`config.mk`:
```
export PLATFORM = sky130hd
export DESIGN_NAME = bopit_round_timer
export DESIGN_NICKNAME = d
export VERILOG_FILES = /design/src/rtl/bopit_pkg.sv /design/src/rtl/bopit_round_timer.sv
export SDC_FILE = /design/constraint.sdc
export NUM_CORES = 1
export LEC_CHECK = 0
export BUFFER_PORTS_ARGS = -buffer_cell sky130_fd_sc_hd__buf_2
export CORE_UTILIZATION = 51
export DETAILED_ROUTE_END_ITERATION = 6
export PLACE_DENSITY = 0.87
export SYNTH_ARGS = -nofsm -noshare
export SYNTH_HDL_FRONTEND = slang
export SYNTH_SLANG_ARGS = --single-unit
export TNS_END_PERCENT = 20
```
`constraint.sdc`:
```
create_clock -name clk -period 2.3 [get_ports clk]
set_clock_uncertainty 0.2 [all_clocks]
set_input_delay 0.23 -clock clk [delete_from_list [all_inputs] [get_ports clk]]
set_output_delay 0.23 -clock clk [all_outputs]
set_load 0.1 [all_outputs]
```
`src/rtl/bopit_pkg.sv`:
```
`default_nettype none
// ----------------------------------------------------------------------------
// bopit_pkg : result codes and state encoding shared by the game blocks
// Rev 1.0
// ----------------------------------------------------------------------------
package bopit_pkg;

    localparam logic [1:0] RES_NONE    = 2'b00;
    localparam logic [1:0] RES_HIT     = 2'b01;
    localparam logic [1:0] RES_TIMEOUT = 2'b10;
    localparam logic [1:0] RES_MISS    = 2'b11;

    typedef enum logic [1:0] {
        ST_IDLE = 2'b00,
        ST_RUN  = 2'b01,
        ST_DONE = 2'b10
    } state_t;

endpackage
`default_nettype wire

```
`src/rtl/bopit_round_timer.sv`:
```
`default_nettype none
// ----------------------------------------------------------------------------
// bopit_round_timer : per-round reaction window with hit/miss/timeout outcome
//                     and a saturating score counter
// Rev 1.0
// ----------------------------------------------------------------------------
module bopit_round_timer
    import bopit_pkg::*;
#(
    parameter int CNT_W   = 8,
    parameter int SCORE_W = 8
) (
    input  logic               clk,
    input  logic               reset,
    input  logic               tick,
    input  logic               start,
    input  logic [CNT_W-1:0]   limit,
    input  logic               hit,
    input  logic               miss,
    input  logic               clear_score,
    output logic               busy,
    output logic [CNT_W-1:0]   remaining,
    output logic               done,
    output logic [1:0]         result,
    output logic [SCORE_W-1:0] score
);

    state_t             r_state,     w_state_nx;
    logic [CNT_W-1:0]   r_remaining, w_remaining_nx;
    logic [1:0]         r_result,    w_result_nx;
    logic [SCORE_W-1:0] r_score,     w_score_nx;
    logic               r_busy;
    logic               r_done;
    logic               w_scoring;

    always_comb begin
        w_state_nx     = r_state;
        w_remaining_nx = r_remaining;
        w_result_nx    = r_result;
        w_scoring      = 1'b0;

        case (r_state)
            ST_IDLE: begin
                if (start) begin
                    w_remaining_nx = limit;
                    if (limit == '0) begin
                        w_result_nx = RES_TIMEOUT;
                        w_state_nx  = ST_DONE;
                    end else begin
                        w_result_nx = RES_NONE;
                        w_state_nx  = ST_RUN;
                    end
                end
            end
            ST_RUN: begin
                // hit outranks miss, which outranks the tick of the same cycle
                if (hit) begin
                    w_result_nx = RES_HIT;
                    w_scoring   = 1'b1;
                    w_state_nx  = ST_DONE;
                end else if (miss) begin
                    w_result_nx = RES_MISS;
                    w_state_nx  = ST_DONE;
                end else if (tick) begin
                    w_remaining_nx = r_remaining - CNT_W'(1);
                    if (r_remaining == CNT_W'(1)) begin
                        w_result_nx = RES_TIMEOUT;
                        w_state_nx  = ST_DONE;
                    end
                end
            end
            ST_DONE: w_state_nx = ST_IDLE;
            default: w_state_nx = ST_IDLE;
        endcase

        w_score_nx = r_score;
        if (clear_score) begin
            w_score_nx = '0;
        end else if (w_scoring && (r_score != '1)) begin
            w_score_nx = r_score + SCORE_W'(1);
        end
    end

    // busy/done are registered from the next state so outputs stay flop-driven
    always_ff @(posedge clk or posedge reset) begin
        if (reset) begin
            r_state     <= ST_IDLE;
            r_remaining <= '0;
            r_result    <= RES_NONE;
            r_score     <= '0;
            r_busy      <= 1'b0;
            r_done      <= 1'b0;
        end else begin
            r_state     <= w_state_nx;
            r_remaining <= w_remaining_nx;
            r_result    <= w_result_nx;
            r_score     <= w_score_nx;
            r_busy      <= (w_state_nx == ST_RUN);
            r_done      <= (w_state_nx == ST_DONE);
        end
    end

    assign busy      = r_busy;
    assign remaining = r_remaining;
    assign done      = r_done;
    assign result    = r_result;
    assign score     = r_score;

endmodule
`default_nettype wire

```
==> metrics.yaml, run 1 <==
cells_and_area:
  syn2layout_area_growth_pct: 22.6
  final_nets: 189
  n_antenna_cell: 0
  drive_gt1_frac: 0.306
  fillerInstances: 207
  design_area_mm2: 0.00152
clock_network:
  clk_path_buf_depth: 2
  cts_max_level: 1
  clkTransAtPathRegs_ps: 130
  cts_setup_buffers: 0
  insertion_delay_ps: 310
  cts_buffers: 3
  clock-sinks: 22
  cts-root-buf: "clkbuf_4"
  cts_tree: "built"
timing:
  period_needed_ps: 1930
  setup_slack_ps: 372
  rsz0062_at_grt: "no"
  finalHoldViolations: 0
  fin_crit_sh: 0.838
  final-setup-viol-count: 0
  relSlewSlack: 0.603
  clock.fmax_mhz: 519
  worst_slew_pin_slew_ps: 596
  drv_slew: 0
die:
  start_util: 0.551
  dieArea_mm2: 0.00264
  fp.coreArea_mm2: 0.00225
  pin_count: 35
  die_x_um: 51.4
  dieHeight_um: 51.4
  num_rows: 17
synthesis:
  syn_area_mm2: 0.00124
  yosysWarnings: 0
  syn_avg_cell_area_um2: 9.48
  muxShareOfSynthArea: 0.00806
  synth-seq-cells: 22
  synth_fa_ha_area_frac: 0.0302
  synth.distinct_cells: 45
  synth-xor-area-share: 0.0282
  yosys.area.top_type: "dfrtp_1"
  synth_top_family_by_area: "simple AND/OR/NAND/NOR gates"
  synth_top_area_frac: 0.443
  synthFlopType: "dfrtp_1"
  synth_edf_count: 0
  netlist_top_cells_area: "dfrtp_1 (44%), a21oi_1 (4.0%), o21ai_0 (4.0%)"
  yosysSeqAreaShare: 0.443
  async_reset_ff_frac: 1.00
  synth_cells: 131
  synth_compound_area_frac: 0.226
  syn_nets: 149
  yosys.area_share.simple: 0.235
power:
  power_leakage_nw: 0.693
  p_per_area_mw_per_mm2: 1350
  peakVddDrop_mv: 1.33
grt:
  grt_pass1_vias: 1069
  antenna_found_initial: 0
  grt_max_degree: 18
  grt_pass1_wl_mm: 4.61
  grt_usage: 0.233
  grt-ovfl-total: 0
outcome:
  outcome: "completed"
min_path:
  hold_depth: 3
  hold_path_class: "input pin to register"
  hold_path.startpoint: "limit[1]"
  holdPathEnd: "remaining[1]"
worst_setup_path:
  reg2regPathDepth: 4
  startpoint_type: "register"
  r2r_slack_ps: 370
  rr_startpoint: "remaining[3]"
  worstPathMaxFanout: 8
  r2r-end: "result[0]"
  crit_type: "register to register"
  cp_data_required_time_ps: 2310
  crit_path_end_kind: "register"
  arrival_ps: 1940
route:
  drt_pass1_iterations: 4
  route.detailed.drc: 0
  drt-vias-per-instance: 5.78
  drt_iter0_markers: 32
  routed_wl_mm: 2.66
  antenna_left: 0
  drt-wirelength-per-cell_um: 13.4
  vias: 1145
job:
  maxCapViolations: 0
placed_design:
  dpl_cell_area_mm2: 0.00145
  port_buffers: 34
  routabilityCongestion: 0.922
  pre_cts_slack_ps: 382
  hpwl_mm: 2.00
layout by cell type, fill, tap and decap left out, types with 2 or more instances in the layout:
cell type,n
buf_4,3
a22oi_1,2
o21ai_0,10
nand3b_1,2
nor4_1,5
nor2_1,13
or2_1,2
buf_2,34
ha_1,3
clkbuf_4,3
nand3_1,2
dfrtp_2,2
nor3_1,3
nand2b_1,4
dfrtp_1,20
a211oi_1,2
inv_1,3
or3_1,2
xnor2_1,3
o2bb2ai_1,2
o21bai_1,2
a21oi_1,10
nand2_1,8
dlygate4sd3_1,4
nor2b_1,3
final cells by class:
cell class                      instances  area, µm²  share of cell area
Multi-Input combinational cell        100        654               0.430
Inverter                                3       11.3             0.00740
Timing Repair Buffer                   41        233               0.153
Sequential cell                        22        553               0.363
Tap cell                               28       35.0              0.0230
Clock buffer                            4       36.3              0.0238
cell usage after synthesis (all sizes together), types with 3 or more instances:
cell,number
nor4,5
nor3,4
inv,3
xnor2,3
o21ai,11
or2,3
nand2b,4
nand2,8
nor2,13
nor2b,3
dfrtp,22
a21oi,10
clkbuf,4
ha,3
worst max-delay path, cell delays in order, from the launching register on:
cell	delay, ps
dfrtp_1	480
or4_4	590
nor3_4	220
nand2_1	70
a32o_1	270
worst max-delay path by stage:
stage	startpoint	depth (start not counted)	slack [ps]	endpoint
floorplan	remaining[3]	4	-20	result[0]
global placement	remaining[3]	4	420	result[0]
detailed placement	remaining[3]	4	380	result[0]
CTS	remaining[3]	4	370	result[0]
global route	hit	6	220	score[4]
finish	remaining[3]	4	370	result[0]
metrics by stage:
stage	setup TNS, ps	utilization	hold WS [ps]	total power, mW	instances
final	0	0.675	22.2	2.05	198
after global routing	0	0.675	35.3	2.15	198
after CTS	0	0.675	21.8	2.06	198
after global placement	0	0.642	37.2	1.82	190
after detailed placement	0	0.642	44.0	1.84	190
after floorplan	-15.8	-	19.1	1.63	131
sequential cells by signal (all words and copies together) (netlist names):
| signal | cells |
|---|---|
| busy | 1 |
| done | 1 |
| remaining | 8 |
| r_state | 2 |
| result | 2 |
| score | 8 |
power breakdown:
group	internal (mW)	leakage (nW)	switching (mW)
clock	0.0965	0.0210	0.119
sequential	0.491	0.281	0.116
combinational	0.245	0.391	0.985
cells by family after synthesis:
kind of cell,count (synthesis)
AO/OA/AOI/OAI,40
XOR/XNOR,4
AND/OR/NAND/NOR,52
flip-flops,22
multiplexers,1
adder cells (fa/ha/maj),3
buffers and inverters,9
per-layer routing:
layer	global-route usage	share of wire	vias to the layer above
li1	-	-	567
met1	0.302	0.46	540
met2	0.388	0.49	34
met3	0.0417	0.044	4
met4	0.0856	0.0094	0
met5	0	0	-
repair_timing:
| item | in CTS | in global routing |
|---|---|---|
| setup endpoints to repair | 0 | 0 |
| endpoints found under the hold margin | 19 | 0 |
| resized for setup | 0 | 0 |
| hold buffers | 4 | 0 |
No activity file was read; power rests on OpenSTA's default activity.
==> run 2: changes to the inputs <==
--- a/config.mk
+++ b/config.mk
@@ -5,10 +5,11 @@
 export SDC_FILE = /design/constraint.sdc
 export NUM_CORES = 1
 export LEC_CHECK = 0
+export ABC_AREA = 1
 export BUFFER_PORTS_ARGS = -buffer_cell sky130_fd_sc_hd__buf_2
 export CORE_UTILIZATION = 51
 export DETAILED_ROUTE_END_ITERATION = 6
-export PLACE_DENSITY = 0.87
+export PLACE_DENSITY = 0.86
 export SYNTH_ARGS = -nofsm -noshare
 export SYNTH_HDL_FRONTEND = slang
 export SYNTH_SLANG_ARGS = --single-unit
==> constraint.sdc (replaced) <==
create_clock -name clk -period 1.9 [get_ports clk]
set_clock_uncertainty 0.2 [all_clocks]
set_input_delay 0.19 -clock clk [delete_from_list [all_inputs] [get_ports clk]]
set_output_delay 0.19 -clock clk [all_outputs]
set_load 0.1 [all_outputs]
==> run 2 against run 1 <==
Effect of this change:
- global-route usage fell by 0.62 points
- sequential power rose by 15%
- final cell count rose by 37%
- clock power barely moved
- highest routed layer unchanged
- utilization fell by 1.2 points
- clock-buffer cell count did not move
- non-clock buffer count did not move
- die area rose by 11%
==> metrics.yaml, run 2 <==
die:
  dieHeight_um: 54.1  # +5.4%
  pin_count: 35  # unchanged
  num_rows: 18  # +1
  die_x_um: 54.1  # +5.4%
  fp.coreArea_mm2: 0.00252  # +12%
  start_util: 0.549  # -0.00195
  dieArea_mm2: 0.00293  # +11%
route:
  drt_pass1_iterations: 4  # unchanged
  drt_iter0_markers: 31  # -3.1%
  vias: 1397  # +22%
  drt-vias-per-instance: 5.14  # -11%
  route.detailed.drc: 0  # unchanged
  drt-wirelength-per-cell_um: 10.9  # -19%
  routed_wl_mm: 2.96  # +12%
  antenna_left: 0  # unchanged
synthesis:
  async_reset_ff_frac: 1.00  # unchanged
  yosys.area.top_type: "dfrtp_1"
  synth-seq-cells: 22  # unchanged
  yosysSeqAreaShare: 0.397  # -0.0456
  netlist_top_cells_area: "dfrtp_1 (40%), nand2_1 (20%), nor2_1 (6.5%)"
  synthFlopType: "dfrtp_1"
  synthTopCellsByCount: "nand2_1 (73), nor2_1 (24), dfrtp_1 (22)"
  synth_compound_area_frac: 0.0840  # -0.142
  synth.distinct_cells: 26  # -42%
  yosysMostFrequentCell: "nand2_1"
  yosys.area_share.simple: 0.408  # +0.174
  synth-xor-area-share: 0.00632  # -0.0219
  yosysWarnings: 0  # unchanged
  synth_top_family_by_area: "simple AND/OR/NAND/NOR gates"
  syn_nets: 218  # +46%
  syn_avg_cell_area_um2: 6.93  # -27%
  synth_cells: 200  # +53%
  syn_area_mm2: 0.00139  # +11%
  synth_top_area_frac: 0.397  # -0.0456
  muxShareOfSynthArea: 0  # -0.00806
  synth_fa_ha_area_frac: 0.0271  # -0.00311
  synth_edf_count: 0  # unchanged
cells_and_area:
  final_common_cell: "nand2_1"
  n_antenna_cell: 0  # unchanged
  layout_common_cells: "nand2_1 (73), buf_2 (34), nor2_1 (24)"
  design_area_mm2: 0.00167  # +9.9%
  final_nets: 261  # +38%
  drive_gt1_frac: 0.264  # -0.0414
  syn2layout_area_growth_pct: 20.9
grt:
  antenna_found_initial: 0  # unchanged
  grt_pass1_vias: 1122  # +5.0%
  grt_max_degree: 23  # +5
  grt_usage: 0.227  # -0.00622
  grt_pass1_wl_mm: 4.68  # +1.5%
  grt-ovfl-total: 0  # unchanged
clock_network:
  cts-root-buf: "clkbuf_4"
  post_cts_resized: 0  # unchanged
  cts_buffers: 3  # unchanged
  clk_path_buf_depth: 2  # unchanged
  clock-sinks: 22  # unchanged
  insertion_delay_ps: 300  # about the same
  cts_max_level: 1  # unchanged
  clkTransAtPathRegs_ps: 110  # -20 ps
  cts_setup_buffers: 0  # unchanged
  cts_tree: "built"
placed_design:
  hpwl_mm: 2.23  # +11%
  dpl_cell_area_mm2: 0.00161  # +11%
  routabilityCongestion: 0.791  # -14%
  port_buffers: 34  # unchanged
power:
  peakVddDrop_mv: 1.54  # +16%
  p_per_area_mw_per_mm2: 1470  # +9.4%
  power_leakage_nw: 0.920  # +33%
min_path:
  hold_path_class: "input pin to register"
outcome:
  outcome: "completed"
timing:
  period_needed_ps: 1670  # -259 ps
  fin_crit_sh: 0.879  # +0.0404
  worst_slew_pin_slew_ps: 490  # -106 ps
  final-setup-viol-count: 0  # unchanged
  finalHoldViolations: 0  # unchanged
  relSlewSlack: 0.676  # +0.0727
  clock.fmax_mhz: 599  # +15%
  drv_slew: 0  # unchanged
  setup_tns_ps: 0  # unchanged
  rsz0062_at_grt: "no"
worst_setup_path:
  worstPathMaxFanout: 11  # +3
  startpoint_type: "register"
  crit_path_end_kind: "register"
  arrival_ps: 1720  # -220 ps
  crit_type: "register to register"
  cp_data_required_time_ps: 1950  # -360 ps
  r2r_slack_ps: 230  # -140 ps
job:
  maxCapViolations: 0  # unchanged
[run 2: cell count changes in the layout (fill, tap and decap cells not counted), moves of 6 or more]
cell and delta:
o21ai_1 +10, o21ai_0 -6, dfrtp_2 +8, a21oi_1 -10, nand2_1 +65, inv_1 +15
nor2_1 +11, nand3_1 +12, dfrtp_1 -8
[run 2: final timing paths]
kind,cells past startpoint,from,to
max reg2reg,5,r_state[0],result[0]
min,4,limit[7],r_state[1]
max in group asynchronous,4,reset,score[7]
max,5,r_state[0],result[0]
min in group asynchronous,4,reset,score[6]
min reg2reg,2,result[0],result[0]
[run 2: layout make-up]
| class | instances | area (µm²) |
|---|---|---|
| clock buffers | 4 | 26.3 |
| fillers | 221 | 848 |
| inverters | 23 | 86.3 |
| multi-input cells | 152 | 728 |
| flip-flops and latches | 22 | 563 |
| well taps | 30 | 37.5 |
| repair buffers | 41 | 233 |
[run 2: critical path, stage by stage, from the launching register on]
cell           delay, ps
dfrtp_1              450
nand2_2               80
inv_2                150
o21ai_0              100
dlygate4sd3_1        560
nand2_1               70
[run 2: metrics by stage]
stage,cells,utilization,setup WS (ps),power [mW],hold slack [ps]
after floorplan,200,-,42.8,1.99,-21.5
after global placement,264,0.637,307,2.23,36.7
after detailed placement,264,0.637,255,2.25,45.8
after CTS,272,0.664,216,2.48,10.8
after global routing,272,0.664,128,2.62,22.6
final,272,0.664,230,2.47,13.7
[run 2: routing by layer]
layer | GRT usage | routed length, µm
met4 | 0.111 | 53
met5 | 0 | 0
met1 | 0.296 | 1370
met3 | 0.0367 | 129
met2 | 0.364 | 1420
[run 2: power by group]
group	total, mW	internal, mW	leakage [nW]	switching [mW]
registers	0.697	0.590	0.270	0.107
logic	1.56	0.298	0.635	1.26
clock network	0.215	0.0818	0.0150	0.134
[run 2: kinds of logic (layout without fill, tap and decap cells)]
| logic type | after synthesis | after routing |
|---|---|---|
| and+or+nand+nor | 129 | 129 |
| adders and majority gates | 3 | 3 |
| buffers and inverters | 26 | 68 |
| AOI/OAI and AO/OA | 19 | 19 |
| DFF | 22 | 22 |
| xor gates and xnor gates | 1 | 1 |
[run 2: what timing repair did]
| action | 4_1_cts | 5_1_grt |
|---|---|---|
| endpoints found under the hold margin | 31 | 0 |
| setup endpoints to repair | 0 | 0 |
| hold buffers | 4 | 0 |
==> run 3: changes to the inputs <==
--- a/config.mk
+++ b/config.mk
@@ -7,9 +7,9 @@
 export LEC_CHECK = 0
 export ABC_AREA = 1
 export BUFFER_PORTS_ARGS = -buffer_cell sky130_fd_sc_hd__buf_2
-export CORE_UTILIZATION = 51
+export CORE_UTILIZATION = 47
 export DETAILED_ROUTE_END_ITERATION = 6
-export PLACE_DENSITY = 0.86
+export PLACE_DENSITY = 0.84
 export SYNTH_ARGS = -nofsm -noshare
 export SYNTH_HDL_FRONTEND = slang
 export SYNTH_SLANG_ARGS = --single-unit
==> constraint.sdc (replaced) <==
create_clock -name clk -period 1.37 [get_ports clk]
set_clock_uncertainty 0.2 [all_clocks]
set_input_delay 0.137 -clock clk [delete_from_list [all_inputs] [get_ports clk]]
set_output_delay 0.137 -clock clk [all_outputs]
set_load 0.1 [all_outputs]
==> run 3 against run 2 <==
Effect of this change:
- the run now ends with negative setup slack left
- sequential power increased by 61%
- clock power is 55% higher
- non-clock buffer count grew 44
- setup slack lost 710 ps
- largest cell class is now non-clock buffers
==> metrics.yaml, run 3 (synthesis gave the netlist of run 2 again) <==
worst_setup_path:
  crit_type: "input pin to register"
  cp_data_required_time_ps: 1430  # -520 ps
  arrival_ps: 1910  # +190 ps
  crit_path_end_kind: "register"
  worstPathMaxFanout: 3  # -8
  startpoint_type: "input pin"
grt:
  grt_pass1_wl_mm: 9.69  # +110%
  grt_max_degree: 23  # unchanged
  grt_pass1_vias: 1936  # +73%
  antenna_found_initial: 0  # unchanged
  grt_usage: 0.409  # +0.182
  grt-ovfl-total: 0  # unchanged
power:
  seq_power_share: 0.194  # -0.088
  power_leakage_nw: 1.27  # +39%
  p_comb_frac: 0.748  # +0.118
  swShare: 0.548  # -0.0592
  peakVddDrop_mv: 2.81  # +83%
  intPower_mw: 2.61  # +170%
  p_per_area_mw_per_mm2: 2180  # +48%
  clkPwrFrac: 0.058  # -0.029
  finalPower_mw: 5.77  # +130%
  p_sw_mw: 3.16  # +110%
cells_and_area:
  fillerInstances: 71  # -68%
  layout_common_cells: "nand2_1 (56), buf_4 (23), buf_12 (22)"
  final_util: 0.949  # +0.285
  seq_area_um2: 584  # +3.8%
  design_area_mm2: 0.00264  # +58%
  syn2layout_area_growth_pct: 90.6
  multi_input_area_um2: 936  # +29%
  final_common_cell: "nand2_1"
  final_nets: 306  # +17%
  n_antenna_cell: 0  # unchanged
  drive_gt1_frac: 0.505  # +0.241
min_path:
  hold_path_class: "input pin to register"
clock_network:
  insertion_delay_ps: 320  # +20 ps
  clock-sinks: 22  # unchanged
  clkTransAtPathRegs_ps: 130  # +20 ps
  cts_buffers: 3  # unchanged
  cts_tree: "built"
  clk_path_buf_depth: 2  # unchanged
  cts_max_level: 1  # unchanged
  cts-root-buf: "clkbuf_4"
timing:
  finalHoldViolations: 0  # unchanged
  relSlewSlack: 0.697  # +0.0209
  final-setup-viol-count: 37  # +37
  period_needed_ps: 1850
  setup_slack_ps: -475  # -705 ps
  rsz0062_at_grt: "yes"
  clock.fmax_mhz: 542
  worst_slew_pin_slew_ps: 454  # -36.5 ps
  fin_crit_sh: 1.35
  drv_slew: 0  # unchanged
  timing.hold.ws_ps: 20.7  # +6.94 ps
die:
  fp.coreArea_mm2: 0.00278  # +10%
  die_x_um: 56.3  # +4.0%
  start_util: 0.498  # -0.0511
  pin_count: 35  # unchanged
  num_rows: 19  # +1
  dieArea_mm2: 0.00317  # +8.2%
  dieHeight_um: 56.3  # +4.0%
route:
  drt_pass1_iterations: 7  # +3
  drt_iter0_markers: 376  # +1100%
  vias: 2197  # +57%
  route.detailed.drc: 0  # unchanged
  antenna_left: 0  # unchanged
  drt-vias-per-instance: 6.91  # +35%
  drt-wirelength-per-cell_um: 26.1  # +140%
  routed_wl_mm: 8.31  # +180%
placed_design:
  routabilityCongestion: 0.906  # +15%
  port_buffers: 34  # unchanged
  dpl_cell_area_mm2: 0.00218  # +36%
  hpwl_mm: 2.86  # +28%
  pre_cts_slack_ps: -212  # -467 ps
job:
  maxCapViolations: 0  # unchanged
outcome:
  violations: "negative setup slack"
  outcome: "finished, violations left"
run 3: cell count changes in the layout (fill, tap and decap cells not counted), moves of 5 or more:
cell and change:
dfrtp_4 +5, nand2_4 +5, dfrtp_1 -7, nand2_1 -17
nand2_2 +12, buf_6 +16, buf_2 -20, dlygate4sd3_1 +6
nor2_4 +5, nor2_1 -8, buf_12 +22, buf_4 +20
run 3: final timing paths:
path	start	end	slack [ps]	cells after the start
setup / recovery	limit[2]	result[1]	-480	9
hold / removal	limit[3]	remaining[3]	20	5
setup reg to reg	r_state[0]	remaining[4]	-420	5
hold reg to reg	result[0]	result[0]	440	2
max in group asynchronous	reset	score[4]	490	4
min in group asynchronous	reset	score[1]	210	4
run 3: what timing repair did:
item / in CTS / in global routing
hold endpoints to repair: 39 / 0
cloned: 1 / 0
gates resized for setup: 28 / 40
hold buffers: 10 / 0
endpoints found under the setup margin: 33 / 37
pin swaps: 7 / 10
buffers inserted: 2 / 7
run 3: critical path: stages:
cell	delay [ps]
buf_2	100
dlygate4sd3_1	620
nor2_1	150
nand2_1	150
nor2_4	210
nand2_1	190
nand2_1	110
nand3_1	110
nand2_1	130
run 3: area by class of cell:
| class | count | share of cell area |
|---|---|---|
| inverter | 23 | 0.0346 |
| clock buffer | 4 | 0.00995 |
| timing repair buffer | 85 | 0.365 |
| tap | 31 | 0.0147 |
| sequential | 22 | 0.221 |
| multi-input combinational | 153 | 0.355 |
run 3: layer usage:
layer,track usage,wire (µm),part of all wire,vias up
li1,-,-,-,814
met1,0.472,2530,0.30,966
met2,0.685,3420,0.41,280
met3,0.0876,1300,0.16,137
met4,0.265,1060,0.13,0
met5,0,0,0,-
run 3: power groups by stage:
stage	Combinational (mW)	Clock, mW	Sequential, mW
3_3_place_gp	3.13	0	0.999
3_5_place_dp	3.19	0	1.01
2_1_floorplan	0.693	0	2.10
5_1_grt	4.37	0.358	1.11
6_report	4.32	0.334	1.12
4_1_cts	3.48	0.307	1.03
run 3: through the flow:
stage	TNS [ps]	instances
after floorplan	-5410	200
after global placement	-2020	294
after detailed placement	-2680	294
after CTS	-2640	311
after global routing	-8550	318
final	-7490	318
